[src/rtl/rob_commit_if.sv]
`default_nettype none
// +----------------------------------------------------------------------------+
// | Module   : rob_commit_if                                                   |
// | Purpose  : Issue/writeback/commit/redirect bundle for the rob_commit stage.|
// |            Optional stats outputs exist under ROB_COMMIT_STATS_EN.         |
// | Revision : 1.0  initial release                                            |
// +----------------------------------------------------------------------------+
interface rob_commit_if #(
    parameter int DEPTH  = 16,
    parameter int DATA_W = 32,
    parameter int REG_W  = 5
);
    localparam int ID_W = $clog2(DEPTH);

    logic              alloc_en_i;
    logic [REG_W-1:0]  alloc_regaddr_i;
    logic [1:0]        alloc_branch_tag_i;
    logic [DATA_W-1:0] alloc_pc_i;
    logic [ID_W-1:0]   alloc_id_o;
    logic              alloc_full_o;

    logic              wb_en_i;
    logic [ID_W-1:0]   wb_id_i;
    logic [DATA_W-1:0] wb_data_i;
    logic              wb_cond_i;

    logic              we_regfile_o;
    logic [REG_W-1:0]  waddr_regfile_o;
    logic [ID_W-1:0]   wid_regfile_o;
    logic [DATA_W-1:0] wdata_regfile_o;
    logic              rdy_o;
    logic              rst_c;
    logic              en_if_o;
    logic [DATA_W-1:0] pc_if_o;
    logic              empty_o;
    logic [ID_W:0]     count_o;
`ifdef ROB_COMMIT_STATS_EN
    logic [31:0]       commit_cnt_o;
    logic [31:0]       flush_cnt_o;
`endif

    modport master (
`ifdef ROB_COMMIT_STATS_EN
        input  commit_cnt_o, flush_cnt_o,
`endif
        output alloc_en_i, alloc_regaddr_i, alloc_branch_tag_i, alloc_pc_i,
        output wb_en_i, wb_id_i, wb_data_i, wb_cond_i,
        input  alloc_id_o, alloc_full_o,
        input  we_regfile_o, waddr_regfile_o, wid_regfile_o, wdata_regfile_o,
        input  rdy_o, rst_c, en_if_o, pc_if_o, empty_o, count_o
    );

    modport slave (
`ifdef ROB_COMMIT_STATS_EN
        output commit_cnt_o, flush_cnt_o,
`endif
        input  alloc_en_i, alloc_regaddr_i, alloc_branch_tag_i, alloc_pc_i,
        input  wb_en_i, wb_id_i, wb_data_i, wb_cond_i,
        output alloc_id_o, alloc_full_o,
        output we_regfile_o, waddr_regfile_o, wid_regfile_o, wdata_regfile_o,
        output rdy_o, rst_c, en_if_o, pc_if_o, empty_o, count_o
    );
endinterface
`default_nettype wire

[src/rtl/rob_commit.sv]
`default_nettype none
// +----------------------------------------------------------------------------+
// | Module   : rob_commit                                                      |
// | Purpose  : Circular reorder buffer with in-order single-entry commit and   |
// |            mispredict flush/redirect. Macro ROB_COMMIT_STATS_EN adds       |
// |            commit/flush event counters.                                    |
// | Revision : 1.0  initial release                                            |
// +----------------------------------------------------------------------------+
module rob_commit #(
    parameter int DEPTH  = 16,
    parameter int DATA_W = 32,
    parameter int REG_W  = 5
) (
    input  logic        clk,
    input  logic        rst,
    rob_commit_if.slave bus
);
    localparam int            ID_W         = $clog2(DEPTH);
    localparam logic [ID_W:0] c_depth      = (ID_W+1)'(DEPTH);
    localparam logic [ID_W-1:0] c_id_one   = ID_W'(1);
    localparam logic [1:0]    c_tag_taken  = 2'b01;
    localparam logic [1:0]    c_tag_ntaken = 2'b10;

    // Entry state
    logic [DEPTH-1:0]  r_valid;
    logic [DEPTH-1:0]  r_done;
    logic [DEPTH-1:0]  r_cond;
    logic [REG_W-1:0]  r_regaddr [DEPTH];
    logic [1:0]        r_tag     [DEPTH];
    logic [DATA_W-1:0] r_pc      [DEPTH];
    logic [DATA_W-1:0] r_data    [DEPTH];

    logic [ID_W-1:0]   r_head;
    logic [ID_W-1:0]   r_tail;
    logic [ID_W:0]     r_count;
    logic              r_full;
    logic              r_empty;

    // Registered commit/redirect outputs
    logic              r_rdy;
    logic              r_we;
    logic [REG_W-1:0]  r_waddr;
    logic [ID_W-1:0]   r_wid;
    logic [DATA_W-1:0] r_wdata;
    logic              r_flush;
    logic              r_en_if;
    logic [DATA_W-1:0] r_pc_if;

    logic              w_alloc;
    logic              w_wb;
    logic              w_commit;
    logic              w_mispredict;
    logic [ID_W:0]     w_count_nxt;

    // The flush cycle (r_flush high) freezes all alloc, writeback and commit.
    assign w_alloc  = bus.alloc_en_i && !r_full && !r_flush;
    assign w_wb     = bus.wb_en_i && !r_flush &&
                      r_valid[bus.wb_id_i] && !r_done[bus.wb_id_i];
    assign w_commit = !r_flush && r_valid[r_head] && r_done[r_head];

    assign w_mispredict = w_commit &&
        ((r_tag[r_head] == c_tag_taken  && !r_cond[r_head]) ||
         (r_tag[r_head] == c_tag_ntaken &&  r_cond[r_head]));

    always_comb begin
        w_count_nxt = r_count;
        if (w_mispredict) begin
            w_count_nxt = '0;
        end else if (w_alloc && !w_commit) begin
            w_count_nxt = r_count + 1'b1;
        end else if (!w_alloc && w_commit) begin
            w_count_nxt = r_count - 1'b1;
        end
    end

    // Pointers, occupancy and per-entry valid/done bits. Alloc never targets
    // the committing slot because alloc is blocked while full.
    always_ff @(posedge clk) begin
        if (rst) begin
            r_head  <= '0;
            r_tail  <= '0;
            r_count <= '0;
            r_full  <= 1'b0;
            r_empty <= 1'b1;
            r_valid <= '0;
            r_done  <= '0;
        end else begin
            r_count <= w_count_nxt;
            r_full  <= (w_count_nxt == c_depth);
            r_empty <= (w_count_nxt == '0);
            if (w_mispredict) begin
                r_head  <= '0;
                r_tail  <= '0;
                r_valid <= '0;
                r_done  <= '0;
            end else begin
                if (w_alloc) begin
                    r_valid[r_tail] <= 1'b1;
                    r_done[r_tail]  <= 1'b0;
                    r_tail          <= r_tail + c_id_one;
                end
                if (w_wb) begin
                    r_done[bus.wb_id_i] <= 1'b1;
                end
                if (w_commit) begin
                    r_valid[r_head] <= 1'b0;
                    r_done[r_head]  <= 1'b0;
                    r_head          <= r_head + c_id_one;
                end
            end
        end
    end

    // Payload storage is qualified by the valid/done bits, so it needs no reset.
    always_ff @(posedge clk) begin
        if (w_alloc) begin
            r_regaddr[r_tail] <= bus.alloc_regaddr_i;
            r_tag[r_tail]     <= bus.alloc_branch_tag_i;
            r_pc[r_tail]      <= bus.alloc_pc_i;
        end
        if (w_wb) begin
            r_data[bus.wb_id_i] <= bus.wb_data_i;
            r_cond[bus.wb_id_i] <= bus.wb_cond_i;
        end
    end

    always_ff @(posedge clk) begin
        if (rst) begin
            r_rdy   <= 1'b0;
            r_we    <= 1'b0;
            r_waddr <= '0;
            r_wid   <= '0;
            r_wdata <= '0;
            r_flush <= 1'b0;
            r_en_if <= 1'b0;
            r_pc_if <= '0;
        end else begin
            r_rdy   <= w_commit;
            r_we    <= w_commit && (r_regaddr[r_head] != '0);
            r_waddr <= w_commit ? r_regaddr[r_head] : '0;
            r_wid   <= w_commit ? r_head : '0;
            r_wdata <= w_commit ? r_data[r_head] : '0;
            r_flush <= w_mispredict;
            r_en_if <= w_mispredict;
            r_pc_if <= w_mispredict ? r_pc[r_head] : '0;
        end
    end

`ifdef ROB_COMMIT_STATS_EN
    logic [31:0] r_commit_cnt;
    logic [31:0] r_flush_cnt;

    // Counters advance on the edge that raises the matching output pulse.
    always_ff @(posedge clk) begin
        if (rst) begin
            r_commit_cnt <= '0;
            r_flush_cnt  <= '0;
        end else begin
            if (w_commit) begin
                r_commit_cnt <= r_commit_cnt + 32'd1;
            end
            if (w_mispredict) begin
                r_flush_cnt <= r_flush_cnt + 32'd1;
            end
        end
    end

    assign bus.commit_cnt_o = r_commit_cnt;
    assign bus.flush_cnt_o  = r_flush_cnt;
`endif

    assign bus.alloc_id_o      = r_tail;
    assign bus.alloc_full_o    = r_full;
    assign bus.empty_o         = r_empty;
    assign bus.count_o         = r_count;
    assign bus.rdy_o           = r_rdy;
    assign bus.we_regfile_o    = r_we;
    assign bus.waddr_regfile_o = r_waddr;
    assign bus.wid_regfile_o   = r_wid;
    assign bus.wdata_regfile_o = r_wdata;
    assign bus.rst_c           = r_flush;
    assign bus.en_if_o         = r_en_if;
    assign bus.pc_if_o         = r_pc_if;

endmodule
`default_nettype wire

[src/flat_wrapper.sv]
// flat-port wrapper written by rule: the top's interface ports become plain ports
module rob_commit_flat 
#(
    parameter int DEPTH  = 16,
    parameter int DATA_W = 32,
    parameter int REG_W  = 5
)
  (clk, rst, bus_alloc_en_i, bus_alloc_regaddr_i, bus_alloc_branch_tag_i, bus_alloc_pc_i, bus_wb_en_i, bus_wb_id_i, bus_wb_data_i, bus_wb_cond_i, bus_alloc_id_o, bus_alloc_full_o, bus_we_regfile_o, bus_waddr_regfile_o, bus_wid_regfile_o, bus_wdata_regfile_o, bus_rdy_o, bus_rst_c, bus_en_if_o, bus_pc_if_o, bus_empty_o, bus_count_o);
  rob_commit_if #(.DEPTH(DEPTH), .DATA_W(DATA_W), .REG_W(REG_W)) bus_i ();
  input  logic clk;
  input  logic rst;
  input wire logic [$bits(bus_i.alloc_en_i)-1:0] bus_alloc_en_i;
  input wire logic [$bits(bus_i.alloc_regaddr_i)-1:0] bus_alloc_regaddr_i;
  input wire logic [$bits(bus_i.alloc_branch_tag_i)-1:0] bus_alloc_branch_tag_i;
  input wire logic [$bits(bus_i.alloc_pc_i)-1:0] bus_alloc_pc_i;
  input wire logic [$bits(bus_i.wb_en_i)-1:0] bus_wb_en_i;
  input wire logic [$bits(bus_i.wb_id_i)-1:0] bus_wb_id_i;
  input wire logic [$bits(bus_i.wb_data_i)-1:0] bus_wb_data_i;
  input wire logic [$bits(bus_i.wb_cond_i)-1:0] bus_wb_cond_i;
  output wire logic [$bits(bus_i.alloc_id_o)-1:0] bus_alloc_id_o;
  output wire logic [$bits(bus_i.alloc_full_o)-1:0] bus_alloc_full_o;
  output wire logic [$bits(bus_i.we_regfile_o)-1:0] bus_we_regfile_o;
  output wire logic [$bits(bus_i.waddr_regfile_o)-1:0] bus_waddr_regfile_o;
  output wire logic [$bits(bus_i.wid_regfile_o)-1:0] bus_wid_regfile_o;
  output wire logic [$bits(bus_i.wdata_regfile_o)-1:0] bus_wdata_regfile_o;
  output wire logic [$bits(bus_i.rdy_o)-1:0] bus_rdy_o;
  output wire logic [$bits(bus_i.rst_c)-1:0] bus_rst_c;
  output wire logic [$bits(bus_i.en_if_o)-1:0] bus_en_if_o;
  output wire logic [$bits(bus_i.pc_if_o)-1:0] bus_pc_if_o;
  output wire logic [$bits(bus_i.empty_o)-1:0] bus_empty_o;
  output wire logic [$bits(bus_i.count_o)-1:0] bus_count_o;
  assign bus_i.alloc_en_i = bus_alloc_en_i;
  assign bus_i.alloc_regaddr_i = bus_alloc_regaddr_i;
  assign bus_i.alloc_branch_tag_i = bus_alloc_branch_tag_i;
  assign bus_i.alloc_pc_i = bus_alloc_pc_i;
  assign bus_i.wb_en_i = bus_wb_en_i;
  assign bus_i.wb_id_i = bus_wb_id_i;
  assign bus_i.wb_data_i = bus_wb_data_i;
  assign bus_i.wb_cond_i = bus_wb_cond_i;
  assign bus_alloc_id_o = bus_i.alloc_id_o;
  assign bus_alloc_full_o = bus_i.alloc_full_o;
  assign bus_we_regfile_o = bus_i.we_regfile_o;
  assign bus_waddr_regfile_o = bus_i.waddr_regfile_o;
  assign bus_wid_regfile_o = bus_i.wid_regfile_o;
  assign bus_wdata_regfile_o = bus_i.wdata_regfile_o;
  assign bus_rdy_o = bus_i.rdy_o;
  assign bus_rst_c = bus_i.rst_c;
  assign bus_en_if_o = bus_i.en_if_o;
  assign bus_pc_if_o = bus_i.pc_if_o;
  assign bus_empty_o = bus_i.empty_o;
  assign bus_count_o = bus_i.count_o;
  rob_commit #(.DEPTH(DEPTH), .DATA_W(DATA_W), .REG_W(REG_W)) u_core (.clk(clk), .rst(rst), .bus(bus_i));
endmodule
[config.mk]
export PLATFORM = sky130hd
export DESIGN_NAME = rob_commit_flat
export DESIGN_NICKNAME = d
export VERILOG_FILES = /design/src/rtl/rob_commit_if.sv /design/src/rtl/rob_commit.sv /design/src/flat_wrapper.sv
export SDC_FILE = /design/constraint.sdc
export NUM_CORES = 1
export LEC_CHECK = 0
export BUFFER_PORTS_ARGS = -buffer_cell sky130_fd_sc_hd__buf_2
export CAP_MARGIN = 20
export CORE_MARGIN = 2
export CORE_UTILIZATION = 66
export DETAILED_ROUTE_END_ITERATION = 8
export PLACE_DENSITY = 0.84
export SYNTH_ARGS = -nofsm -noshare
export SYNTH_HDL_FRONTEND = slang
export SYNTH_SLANG_ARGS = --single-unit
[constraint.sdc]
create_clock -name clk -period 8.5 [get_ports clk]
set_input_delay 0 -clock clk [delete_from_list [all_inputs] [get_ports clk]]
set_output_delay 0 -clock clk [all_outputs]
set_load 0.005 [all_outputs]
Word level (Yosys, flattened, before mapping)
Memory sizes are Yosys's and may differ from the RTL's. A register that Yosys moved wholly into a read port is not among the register bits.
Index checks and enable logic that the tools add are counted.
{ "totals": {"output_inout_bits": 88, "ram_bits": 1136, "reg_bits": 75, "elab_cells": 106, "memories": 4} }
{ "mem_list": {"columns": ["name", "depth", "word_bits", "rd", "rd_ports_with_merged_regs", "write_ports", "line", "rtl"], "rows": [
  ["u_core.r_data", 16, 32, 1, 1, 1, "rob_commit.sv:31", "logic [DATA_W-1:0] r_data [DEPTH];"],
  ["u_core.r_pc", 16, 32, 1, 1, 1, "rob_commit.sv:30", "logic [DATA_W-1:0] r_pc [DEPTH];"],
  ["u_core.r_regaddr", 16, 5, 1, 1, 1, "rob_commit.sv:28", "logic [REG_W-1:0] r_regaddr [DEPTH];"],
  ["u_core.r_tag", 16, 2, 1, 1, 1, "rob_commit.sv:29", "logic [1:0] r_tag [DEPTH];"]
]} }
{ "op_classes": {"bitwise_logic": 9, "n_reduce_logical": 28, "n_eq_ne": 3, "n_addsub": 4, "magnitude_cmp": 6, "mux": 39} }
{ "op_table": {"columns": ["op", "count"], "rows": [
  ["$mux 16", 11],
  ["$and 16x16->16", 3],
  ["$not 16->16", 2],
  ["$or 16x16->16", 2],
  ["$bmux 1 s4", 5],
  ["$bwmux 16", 1],
  ["$logic_and 1x1->1", 16],
  ["$mux 4", 4],
  ["$lt 4x5->1 const B", 3],
  ["$mux 5", 3],
  ["$demux 1 s4", 3],
  ["$ge 4x1->1 const B", 3],
  ["$mux 1", 12],
  ["$add 4x1->4 const B", 2],
  ["$logic_not 1->1", 6],
  ["$reduce_or 2->1", 3],
  ["$add 5x1->5 const B", 1],
  ["$eq 5x5->1 const B", 1],
  ["$logic_not 5->1", 1],
  ["$reduce_bool 5->1", 1],
  ["$sub 5x1->5 const B", 1],
  ["$eq 2x1->1 const B", 1],
  ["$eq 2x2->1 const B", 1],
  ["$not 1->1", 2],
  ["$logic_or 1x1->1", 1]
]} }

Logic depth before layout (Yosys ltp)
{ "logic_depth": {"ltp_word": 15, "depth_mapped": 11, "depth_no_buf": 9} }

Worst setup path before layout
No wires, ideal clock.
{ "synth_timing": {"path_type": "reg2reg", "from": "register u_core.r_flush (netlist: u_core.bus.rst_c)", "to": "register u_core.r_done[3]", "arrival_time_ps": 4477, "t_required_ps": 8368, "setup_slack_ps": 3892, "period_less_slack_ps": 4608, "setup_time_ps": 132, "path_stages_with_launch": 7, "cell_sequence": "dfxtp_1 nor3b_1 clkbuf_1 nand2_1 nor3_1 o22a_1 nor3_1"} }
{ "synth_via": {"elab_chain_len": 11, "elab_cells_between_ends": 18, "classes_between": "mux (7); bitwise (2); reduce/logical (9)"} }
{ "synth_rtl": {"columns": ["element", "line", "rtl"], "rows": [
  ["from (decl)", "rob_commit.sv:45", "logic r_flush;"],
  ["from (signal assigned)", "rob_commit.sv:143", "r_flush <= w_mispredict;"],
  ["$logic_not 1->1 *", "rob_commit.sv:56, rob_commit.sv:57, rob_commit.sv:59", null],
  ["$logic_and 1x1->1", "rob_commit.sv:56", "assign w_alloc = bus.alloc_en_i && !r_full && !r_flush;"],
  ["$mux 16", "rob_commit.sv:97", "if (w_alloc) begin"],
  ["$mux 16", "rob_commit.sv:91", "if (w_mispredict) begin"],
  ["$mux 16", "rob_commit.sv:79", "if (rst) begin"],
  ["$or 16x16->16 (no line)", null, null],
  ["$mux 16", "rob_commit.sv:102", "if (w_wb) begin"],
  ["$mux 16", "rob_commit.sv:91", null],
  ["$mux 16", "rob_commit.sv:79", null],
  ["$and 16x16->16 (no line)", null, null],
  ["$mux 16", "rob_commit.sv:105", "if (w_commit) begin"],
  ["to (signal assigned)", "rob_commit.sv:95", "r_done <= '0;"],
  ["to (signal, indexed assignment)", "rob_commit.sv:103", "r_done[bus.wb_id_i] <= 1'b1;"],
  ["to (signal, indexed assignment)", "rob_commit.sv:107", "r_done[r_head] <= 1'b0;"],
  ["to (decl)", "rob_commit.sv:26", "logic [DEPTH-1:0] r_done;"]
]} }
Every way passes the cells marked *; elsewhere a longest branch is shown, timed or not. The select of a mux whose other input is x is not followed.
A chain may end at the register's enable or synchronous reset.

Worst setup path in the final report
{ "layout_timing": {"from": "register u_core.r_head[0]", "to": "register u_core.r_pc_if[21] (netlist: u_core.bus.pc_if_o[21]) (read register of u_core.r_pc)"} }
{ "layout_via": {"elab_chain_len": 8, "elab_cells_between_ends": 15, "classes_between": "mux (6); bitwise (1); reduce/logical (8)"} }
{ "layout_rtl": {"columns": ["element", "line", "rtl"], "rows": [
  ["from (decl)", "rob_commit.sv:33", "logic [ID_W-1:0] r_head;"],
  ["from (signal assigned)", "rob_commit.sv:108", "r_head <= r_head + c_id_one;"],
  ["$bmux 1 s4", "rob_commit.sv:62, rob_commit.sv:63", null],
  ["$mux 1 (not written as such)", "rob_commit.sv:62, rob_commit.sv:63", null],
  ["$logic_not 1->1", "rob_commit.sv:62", "((r_tag[r_head] == c_tag_taken && !r_cond[r_head]) ||"],
  ["$logic_and 1x1->1", "rob_commit.sv:62", null],
  ["$logic_or 1x1->1", "rob_commit.sv:62", null],
  ["$logic_and 1x1->1", "rob_commit.sv:61", "assign w_mispredict = w_commit &&"],
  ["$not 1->1 (no line)", null, null],
  ["$reduce_or 2->1 (no line)", null, null],
  ["to (decl)", "rob_commit.sv:47", "logic [DATA_W-1:0] r_pc_if;"]
]} }
Several ways; a longest one is shown, not always the timed one. The select of a mux whose other input is x is not followed.

==> summary.md <==
| Metric | Value |
|---|---|
| Status | finished, final reports clean |
| Final HPWL DP | ~55000 um |
| Pwr Density | between 200 and 250 nW/um^2 |
| Seq/Total Area, Yosys | just under 80% |
| Worst Path Arrival | ~5800 ps |
| Flops & latches, synth | between 1000 and 1500 |
| Area share of the leading cell type in the synthesized netlist | between 70% and 80% |
| Startpoint Class | flop |
| # clock sinks | 1279 |
| Worst setup EP type | flop |
| Dominant cells by area after synthesis | edfxtp_1, mux4_2, dfxtp_1 |
| Clock Tree Buf Depth | 3 |
| Routed wire length | 123000 um |
| Antenna violations before repair | 4 |
| Root buf cell | clkbuf_16 |
| MaxCap Viol Count | 0 |
| Total setup buffers inserted after CTS | 0 |
| GR Overflow Total | 0 |
| Detailed Routing Iterations Pass 1 | 6 |
| Syn. warnings | 0 |
| Layout Nets | between 2000 and 3000 |
| Dpl cell area | around 50000 sq um |
| Clk slew on worst S/H paths | 70 ps |
| Reg2reg setup slack | 3280 ps |
| Vias in the first global route | roughly 26000 |
| Die Wd | roughly 270 um |
| GRT Resource Usage Total | 33.4% |
| RSZ-0062 raised after global routing | no |
| Worst VDD drop | around 0.19 mV |
| Total CTS buffers | 118 |
| Post-DRT Antenna Nets | 0 |
| Fin util | around 76% |
| CP Class | reg -> reg |
| Required time of the critical path | around 9000 ps |
| Slew HR | 24.8% |
| Die area | about 75000 sq um |
| Largest net degree at the start of global routing | ~150 |
| Slew @ Worst Pin | between 1000 and 1500 ps |
| Gp weighted congestion | 0.870 |
| Most frequent CP cell | buf_4 |
| Syn Nets | roughly 2200 |
| Core Footprint | just over 70000 sq um |
| Number of buffers added on ports | approximately 170 |
| I/O pins | around 170 |
| DRT iter0 DRCs | 3960 |
| Clk_skew | 31.1 ps |
| Fraction of registers with async set/reset | 0% |
| Mapped Area | approximately 48000 sq um |
| Peak Freq | around 0.19 GHz |
| Area Growth Syn to Fin | 13.9% |
| Post-route cell area | 54800 sq um |
| Critical path cell sequence | buf_4, buf_4, buf_4, mux4_2, mux4_2, nor2b_1 |
| Setup tns final | 0 ps |
| DR vias | approximately 25000 |
| CTS tree | done |
| Worst hold path type | in -> reg |
| Clock insertion delay at the later pin of the skew report | ~700 ps |
| DR DRC count | 0 |
| Pre-CTS WS | 3400 ps |
| Synth area leader | edfxtp_1 |
| Vert. Die Dim | between 200 and 300 um |
| Hold Violations, Final | 0 |
| Initial Utilization | around two thirds |
| Max FO, Critical Path | 50 |
| Max stage delay on crit path | between 900 and 1000 ps |
| Critical Path Slowest Stage Cell | buf_4 |
| Layout cell share with drive strength beyond 1 | 31.0% |
| Tcrit/Tclk final | approximately three fifths |
| Synth Instances | 2134 |
| Routed WL per cell | 35.4 um |
| Min Tclk post-route | between 5000 and 6000 ps |
| Predominant post-synthesis flop cell | edfxtp_1 |
| EDFF count, synth | roughly 1200 |
| Final Power | 12.4 mW |
| CTS resizes | 0 |
| Site Rows | 98 |
| First-pass GRT wire length | roughly 180000 um |
| P_leak | 17.4 nW |
| Number of setup violations in the final report | 0 |
| Final WS setup | 3280 ps |
| Fin. max-slew vios | 0 |
| Yosys cell types | 52 |
| Mean Syn Cell Area | 22.5 sq um |
| Number of H-tree levels | 3 |
| Vias/cell | 7.09 |
## cell usage after synthesis, types with 18 or more instances
| master | number |
|---|---|
| edfxtp_1 | 1152 |
| mux4_2 | 363 |
| dfxtp_1 | 127 |
| clkbuf_1 | 53 |
| nor2_1 | 53 |
| nor2b_1 | 51 |
| and2_1 | 39 |
| nand2_1 | 32 |
| buf_2 | 27 |
| nand3_1 | 27 |
| o21a_1 | 26 |
| a21oi_1 | 24 |
| buf_1 | 22 |
| nor3_1 | 18 |
## where the power goes
part	total [mW]	leakage (nW)	internal, mW	switching [mW]
Clock	5.17	1.81	2.85	2.32
Sequential	6.92	11.4	6.90	0.0233
Combinational	0.287	4.20	0.102	0.185
## repair_timing
action | CTS | global route
hold endpoints to repair | 1175 | 0
hold buffers | 76 | 0
setup endpoints to repair | 0 | 0
## worst paths after layout
path | from | endpoint | depth (start not counted)
setup reg to reg | u_core.r_head[0] | u_core.bus.pc_if_o[21] | 6
hold reg to reg | u_core.r_valid[6] | u_core.r_valid[6] | 1
hold / removal | bus_wb_id_i[3] | u_core.r_cond[11] | 3
setup / recovery | u_core.r_head[0] | u_core.bus.pc_if_o[21] | 6
## cell usage in the layout (no fill, tap or decap), drive strengths merged, types with 26 or more instances in the layout
master          n
nand2          32
nor2           53
mux4          363
dlygate4sd3    76
and2           40
clkbuf        164
nor2b          51
buf           215
nand3          27
dfxtp         127
o21a           26
edfxtp       1152
clkinv         47
## layout make-up
| type | instances | area (sq um) |
|---|---|---|
| Sequential cell | 1279 | 37100 |
| Fill cell | 3565 | 17100 |
| Multi-Input combinational cell | 726 | 10600 |
| Clock buffer | 164 | 3200 |
| Timing Repair Buffer | 291 | 2040 |
| Tap cell | 950 | 1190 |
| Clock inverter | 59 | 537 |
| Inverter | 19 | 73.8 |
| Antenna cell | 1 | 2.50 |
## routing by layer
metal	track usage [%]	wire length, um
met1	41.4	41000
met5	0	41
met4	15.8	5700
met2	57.6	65000
met3	6.44	11700
## worst max-delay path, delay by kind of cell, from the launching register on
family	cells	cell delay, ps
buf+inv	3	2690
flops	1	840
mux	2	1180
simple gates	1	160
## sequential cells by signal, summed over array words and instances, names as in the netlist, 5 cells and up, named ones only
signal                      cells
u_core.bus.count_o              5
u_core.bus.pc_if_o             32
u_core.bus.waddr_regfile_o      5
u_core.bus.wdata_regfile_o     32
u_core.r_cond                  16
u_core.r_data                 512
u_core.r_done                  16
u_core.r_pc                   512
u_core.r_regaddr               80
u_core.r_tag                   32
u_core.r_valid                 16
## stage by stage
| stage | instances | hold slack, ps |
|---|---|---|
| floorplan | 2134 | 98.9 |
| global placement | 3185 | 350 |
| global route | 3489 | 51.1 |
| finish | 3489 | 61.1 |
| detailed placement | 3185 | 374 |
| CTS | 3484 | 16.8 |
## logic make-up (layout without fill, tap and decap cells)
kind of cell             count (synthesis)  count (layout)  share of synthesized area (%)
flip-flops                            1279            1279                           77.2
multiplexers                           377             377                           17.3
AND/OR/NAND/NOR                        248             248                           2.70
buffers and inverters                  129             533                           1.17
AO/OA/AOI/OAI                           83              83                           1.22
adder cells (fa/ha/maj)                 10              10                          0.260
XOR/XNOR                                 8               8                          0.146
other                                    0               1                              0
Power figures use the tool's default switching activity.
